## src/rtl/mem_ctrl.sv

```systemverilog
// Byte-serial memory controller: splits fetch and load/store accesses into RAM byte cycles.
// Optional macro IO_STALL_EN holds IO-space writes while the IO output buffer is full.
module mem_ctrl #(
  parameter int          ADDR_LEN = 32,
  parameter int          DATA_LEN = 32,
  parameter logic [31:0] IO_BASE  = 32'h0003_0000
) (
  input  logic                clk,
  input  logic                rst,
  input  logic                rollback,
  input  logic                ena_from_if,
  input  logic [ADDR_LEN-1:0] addr_from_if,
  output logic                ok_to_if,
  output logic [DATA_LEN-1:0] data_to_if,
  input  logic                ena_from_ls,
  input  logic [ADDR_LEN-1:0] addr_from_ls,
  input  logic [DATA_LEN-1:0] data_from_ls,
  input  logic                wr_flag_from_ls,
  input  logic [2:0]          size_from_ls,
  output logic                ok_to_ls,
  output logic [DATA_LEN-1:0] data_to_ls,
  input  logic [7:0]          mem_din,
  output logic [7:0]          mem_dout,
  output logic [ADDR_LEN-1:0] mem_a,
  output logic                mem_wr,
  input  logic                io_buffer_full
);

  typedef enum logic [1:0] {IDLE = 2'd0, IF_READ = 2'd1, LS_READ = 2'd2, LS_WRITE = 2'd3} state_t;

  state_t              r_state;
  logic [2:0]          r_cnt, r_len, r_ls_size;
  logic [ADDR_LEN-1:0] r_base, r_ls_addr;
  logic [DATA_LEN-1:0] r_ls_data, r_buf;
  logic                r_ls_wr, r_ls_pending, r_ena_ls_d;

  logic                w_ls_rise, w_ls_req, w_ls_wr;
  logic [ADDR_LEN-1:0] w_ls_addr, w_next_a;
  logic [DATA_LEN-1:0] w_ls_data, w_buf_next;
  logic [2:0]          w_ls_size, w_cnt_inc;
  logic [1:0]          w_rd_idx;
  logic                w_stall_first, w_stall_next;

  function automatic logic [DATA_LEN-1:0] place_byte(input logic [7:0] b, input logic [1:0] idx);
    return DATA_LEN'(b) << {idx, 3'b000};
  endfunction

  function automatic logic [7:0] byte_of(input logic [DATA_LEN-1:0] d, input logic [1:0] idx);
    return 8'(d >> {idx, 3'b000});
  endfunction

  // Request decode: a fresh LS pulse is usable in the same cycle it arrives.
  always_comb begin
    w_ls_rise  = ena_from_ls & ~r_ena_ls_d;
    w_ls_req   = r_ls_pending | w_ls_rise;
    w_ls_addr  = w_ls_rise ? addr_from_ls    : r_ls_addr;
    w_ls_data  = w_ls_rise ? data_from_ls    : r_ls_data;
    w_ls_wr    = w_ls_rise ? wr_flag_from_ls : r_ls_wr;
    w_ls_size  = w_ls_rise ? size_from_ls    : r_ls_size;
    w_cnt_inc  = r_cnt + 3'd1;
    w_next_a   = r_base + ADDR_LEN'(w_cnt_inc);
    w_rd_idx   = r_cnt[1:0] - 2'd1;
    w_buf_next = r_buf | place_byte(mem_din, w_rd_idx);
`ifdef IO_STALL_EN
    w_stall_first = io_buffer_full && (w_ls_addr >= ADDR_LEN'(IO_BASE));
    w_stall_next  = io_buffer_full && ((mem_wr ? w_next_a : mem_a) >= ADDR_LEN'(IO_BASE));
`else
    w_stall_first = 1'b0 & io_buffer_full;
    w_stall_next  = 1'b0;
`endif
  end

  // Main FSM with registered RAM-side and client-side outputs.
  always_ff @(posedge clk or posedge rst) begin
    if (rst) begin
      r_state      <= IDLE;
      r_cnt        <= 3'd0;
      r_len        <= 3'd0;
      r_base       <= '0;
      r_buf        <= '0;
      r_ls_addr    <= '0;
      r_ls_data    <= '0;
      r_ls_size    <= 3'd0;
      r_ls_wr      <= 1'b0;
      r_ls_pending <= 1'b0;
      r_ena_ls_d   <= 1'b0;
      ok_to_if     <= 1'b0;
      data_to_if   <= '0;
      ok_to_ls     <= 1'b0;
      data_to_ls   <= '0;
      mem_dout     <= 8'd0;
      mem_a        <= '0;
      mem_wr       <= 1'b0;
    end else begin
      r_ena_ls_d <= ena_from_ls;
      ok_to_if   <= 1'b0;
      ok_to_ls   <= 1'b0;
      if (w_ls_rise) begin
        r_ls_pending <= 1'b1;
        r_ls_addr    <= addr_from_ls;
        r_ls_data    <= data_from_ls;
        r_ls_wr      <= wr_flag_from_ls;
        r_ls_size    <= size_from_ls;
      end
      case (r_state)
        IDLE: begin
          r_cnt    <= 3'd0;
          r_buf    <= '0;
          mem_wr   <= 1'b0;
          mem_a    <= '0;
          mem_dout <= 8'd0;
          if (w_ls_req) begin
            r_ls_pending <= 1'b0;
            r_base       <= w_ls_addr;
            r_len        <= w_ls_size;
            mem_a        <= w_ls_addr;
            if (w_ls_wr) begin
              r_state  <= LS_WRITE;
              mem_wr   <= ~w_stall_first;
              mem_dout <= w_ls_data[7:0];
            end else begin
              r_state <= LS_READ;
            end
          end else if (ena_from_if && !rollback) begin
            r_state <= IF_READ;
            r_base  <= addr_from_if;
            r_len   <= 3'd4;
            mem_a   <= addr_from_if;
          end else begin
            r_state <= IDLE;
          end
        end
        IF_READ, LS_READ: begin
          // Read data lags the address by one cycle, so byte k lands while cnt == k+1.
          if (r_state == IF_READ && rollback) begin
            r_state <= IDLE;
            mem_a   <= '0;
          end else if (r_cnt == r_len) begin
            r_state <= IDLE;
            mem_a   <= '0;
            if (r_state == IF_READ) begin
              ok_to_if   <= 1'b1;
              data_to_if <= w_buf_next;
            end else begin
              ok_to_ls   <= 1'b1;
              data_to_ls <= w_buf_next;
            end
          end else begin
            if (r_cnt != 3'd0) begin
              r_buf <= w_buf_next;
            end
            r_cnt <= w_cnt_inc;
            mem_a <= w_next_a;
          end
        end
        LS_WRITE: begin
          if (!mem_wr) begin
            mem_wr <= ~w_stall_next;
          end else if (w_cnt_inc == r_len) begin
            r_state  <= IDLE;
            ok_to_ls <= 1'b1;
            mem_wr   <= 1'b0;
            mem_a    <= '0;
            mem_dout <= 8'd0;
          end else begin
            r_cnt    <= w_cnt_inc;
            mem_a    <= w_next_a;
            mem_dout <= byte_of(r_ls_data, w_cnt_inc[1:0]);
            mem_wr   <= ~w_stall_next;
          end
        end
        default: begin
          r_state <= IDLE;
          mem_wr  <= 1'b0;
          mem_a   <= '0;
        end
      endcase
    end
  end

endmodule

```

## config.mk

```make
export PLATFORM = sky130hd
export DESIGN_NAME = mem_ctrl
export DESIGN_NICKNAME = d
export VERILOG_FILES = /design/src/rtl/mem_ctrl.sv
export SDC_FILE = /design/constraint.sdc
export NUM_CORES = 1
export LEC_CHECK = 0
export ABC_AREA = 0
export CAP_MARGIN = 10
export CELL_PAD_IN_SITES_DETAIL_PLACEMENT = 1
export CELL_PAD_IN_SITES_GLOBAL_PLACEMENT = 2
export CORE_MARGIN = 5
export CORE_UTILIZATION = 36
export CTS_CLUSTER_DIAMETER = 80
export CTS_CLUSTER_SIZE = 40
export DETAILED_ROUTE_END_ITERATION = 16
export GPL_TIMING_DRIVEN = 0
export PLACE_DENSITY = 0.87
export SLEW_MARGIN = 10
export SYNTH_ARGS = -nofsm -noshare
export SYNTH_HDL_FRONTEND = slang
export SYNTH_SLANG_ARGS = --single-unit
```

## constraint.sdc

```tcl
create_clock -name clk -period 17.6 [get_ports clk]
set_clock_uncertainty 0.15 [all_clocks]
set_input_delay 3.52 -clock clk [delete_from_list [all_inputs] [get_ports clk]]
set_output_delay 3.52 -clock clk [all_outputs]
set_load 0.01 [all_outputs]
```

==> summary.md <==
| Metric | Value |
|---|---|
| Run status | completed |
| Number of global-route vias before repair | 9630 |
| Buffer depth of the longest clock path | 3 |
| Remaining global-route overflow | 0 |
| Most area-hungry cell type in the Yosys netlist | dfrtp_1 |
| Wire length of the first global-routing pass | 55.2 mm |
| Final worst path period share | 0.350 |
| Post-synthesis sequential area ratio | 0.548 |
| Post-CTS setup-driven buffer insertion count | 0 |
| TritonCTS clock tree | done |
| Category of the critical setup timing path | primary input to register |
| Number of distinct library cell variants in the gate-level netlist after synthesis | 59 |
| Num CTS Buffers | 18 |
| Syn Inst Count | 1015 |
| Mean area per synthesized cell | 11.2 sq um |
| Worst Setup Start Kind | primary input |
| Sequential group share of total power | 0.381 |
| Most common cell on crit path | clkbuf_1 |
| Total of endpoints with negative setup slack in the final report | 0 |
| Routed length per instance | 20.7 microns |
| Overall die width | 188 microns |
| Switching portion of total power | 0.379 |
| Min-Delay Path Class | register to register |
| Slew at the pin with the worst max-slew slack | 0.996 ns |
| Later-pin clock latency in the skew report | 0.52 ns |
| Total routing usage reported by global routing | 0.193 |
| Required @ worst endpoint | 17.87 ns |
| Post-synth top area share | 0.548 |
| Placement row count | 65 |
| Final std cells w/o fill | 1665 |
| Area of the die | 35200 sq um |
| Height of the chip | 188 microns |
| Final non-filler cell area | 14800 sq um |
| Hold bufs inserted after CTS | 0 |
| Final Critical Period | 6.15 ns |
| Peak fanout along the critical path | 10 |
| Iteration-0 DRC Markers | 389 |
| Fraction of layout cells with a size suffix above 1 | 0.144 |
| Fraction of registers with async set/reset | 1.00 |
| Final HPWL from detailed placement | 25.2 mm |
| Aggregate negative setup slack | 0 ns |
| Placed insts | 1631 |
| Clk slew on worst S/H paths | 0.08 ns |
| Cell-internal power | 1400 uW |
| Via Count | 8647 |
| Routed Wire Length | 34.4 mm |
| Max-slew headroom | 0.330 |
| Setup repair after global routing missed its margin | no |
| Max stage delay on crit path | 0.66 ns |
| Met2 global-route usage | 0.337 |
| IO Port Bufs | 211 |
| DP Area | 14100 sq um |
| FMAX | 163 MHz |
| Cell Area, Synth | 11400 sq um |
| Number of gates resized after cts | 0 |
| P per Cell Area | 153 nW/um^2 |
| Number of antenna-violating nets in the routed design | 0 |
| Maximum number of pins on one net before global-route repair | 118 |
| Prevailing post-synth register cell | dfrtp_1 |
| Met1 Use GR | 0.254 |
| IO Pins | 221 |
| CP Cell Sequence | clkdlybuf4s50_1 > nor2b_1 > or2_2 > buf_2 > o21a_1 > clkbuf_1 > clkbuf_1 > o211ai_1 > a31oi_1 |
| Post-detailed-route via-to-cell ratio | 5.19 |
| Cell chosen for the clock root | clkbuf_16 |
| Area inside the core boundary | 31400 sq um |
| Routability Congestion | 0.795 |
| Pwr Total | 2260 uW |
| Global-route track usage on met3 | 0.0389 |
| Portion of total power attributed to the clock network | 0.217 |
| Post-Synthesis Net Count | 1138 |
| Total Nets Final | 1372 |
| Critical path capture point type | register |
| Max VDD drop | 0.109 mV |
| Number of synthesized flops with an enable pin | 0 |
| Number of iterations in the first detailed-routing pass | 4 |
| Htree depth | 1 |
| Crit path DAT | 6.42 ns |
| CTS Sinks | 249 |
| Max-slew violation total from the final report | 0 |
| Number of antenna violations at the first check in global routing | 2 |
| P_sw | 855 uW |
| Relative area change from synthesis to final layout | 30.1% |
| Leakage power | 0.00678 uW |
| Initial core utilization | 0.362 |
| Count of unresolved DRC violations after routing | 0 |
| Library cell contributing the largest single delay on the critical path | clkbuf_1 |
| Seq cells post-synth | 249 |
| Part of the power in combinational logic | 0.402 |
| Total number of yosys warnings | 0 |
| Top cells by area in the synthesized netlist | dfrtp_1, mux2_2, nand2_1 |
| Busiest layer in global routing | met2 |
| Max capacitance violation total | 0 |
| Number of hold-slack violations in the final timing report | 0 |
[cell usage after synthesis, drive strengths merged (4+ instances only)]
master and instances:
o31a 8, a21o 41, xor2 16, o21a 4, xnor2 6, nor3b 4, o211ai 22, a31oi 26
mux4 8, ha 8, a211oi 17, nand2b 7, nand3 11, nand2 100, a21oi 49, and2 4
inv 51, nand4 7, nor2b 14, or2 4, nor4 16, nor3 12, buf 28, mux2i 37
nor2 76, o21ai 24, mux2 101, clkbuf 39, dfrtp 249
[power groups by stage]
stage	clock (uW)	combinational, uW	sequential, uW
CTS	502	923	862
global placement	0	893	862
detailed placement	0	915	869
global route	525	996	886
floorplan	0	494	882
finish	489	909	860
[layer usage]
layer  part of all wire  up-vias
met2               0.50      168
li1                   -     4014
met3              0.048       26
met1               0.44     4439
met4              0.015        0
met5                  0        -
[sequential cells by signal, indices dropped and copies added (netlist names), 2 cells and up]
name / cells
data_to_if: 32
r_len: 3
r_state: 2
r_buf: 32
mem_a: 32
r_cnt: 3
mem_dout: 8
r_ls_data: 32
r_ls_addr: 32
r_base: 32
r_ls_size: 3
data_to_ls: 32
[area by class of cell]
type                       instances  area (sq um)
fill                            3376         16600
sequential                       249          6230
multi-input combinational        648          4660
timing repair buffer             214          2180
tap                              402           503
clock buffer                      19           475
buffer                            67           300
clock inverter                    13           249
inverter                          51           199
antenna                            2          5.00
[path summary, 6_finish.rpt]
kind                            slack [ns]                         to  cells after the start                    start
worst max-delay path                 11.45      mem_a[19]$_DFFE_PP0P_                      9              ena_from_ls
worst min-delay path                  0.34    r_ls_addr[17]$_DFF_PP0_                      2  r_ls_addr[17]$_DFF_PP0_
worst max register to register       14.23      mem_a[25]$_DFFE_PP0P_                     10     r_cnt[0]$_DFFE_PP0P_
worst min register to register        0.34    r_ls_addr[17]$_DFF_PP0_                      2  r_ls_addr[17]$_DFF_PP0_
max in group asynchronous            13.06  r_ls_data[29]$_DFFE_PP0P_                      3                      rst
min in group asynchronous             3.29      r_base[5]$_DFFE_PP0P_                      2                      rst
[kinds of logic (layout without fill, tap and decap cells)]
logic type,after synthesis,after routing,share of synthesized area
simple gates,264,264,0.110
flops,249,249,0.548
compound gates,206,206,0.121
mux,146,146,0.148
buf+inv,118,364,0.0432
xor+xnor,23,23,0.0190
fa+ha+maj,9,9,0.0106
other cells,0,2,0
[stage by stage]
step / util / setup slack, ns / hold WS, ns
5_1_grt: 0.471 / 11.26 / 0.364
4_1_cts: 0.471 / 11.44 / 0.344
3_5_place_dp: 0.448 / 10.91 / 0.322
3_3_place_gp: 0.446 / 3.52 / 0.311
2_1_floorplan: - / 7.09 / 0.297
6_report: 0.471 / 11.45 / 0.339
[cell usage in the layout, fill, tap and decap left out, drive strengths merged, types with 30 or more instances in the layout]
master	Yosys	routed
dfrtp	249	249
buf	28	30
a21o	41	41
mux2	101	101
clkdlybuf4s50	0	211
inv	51	53
mux2i	37	37
clkbuf	39	58
nor2	76	76
a21oi	49	49
nand2	100	100
[worst max-delay path: cells and delay by family]
kind / cells / cell delay [ns]
AOI/OAI and AO/OA: 3 / 0.76
buffers and inverters: 4 / 1.84
and+or+nand+nor: 2 / 0.28
Power figures use the tool's default switching activity.
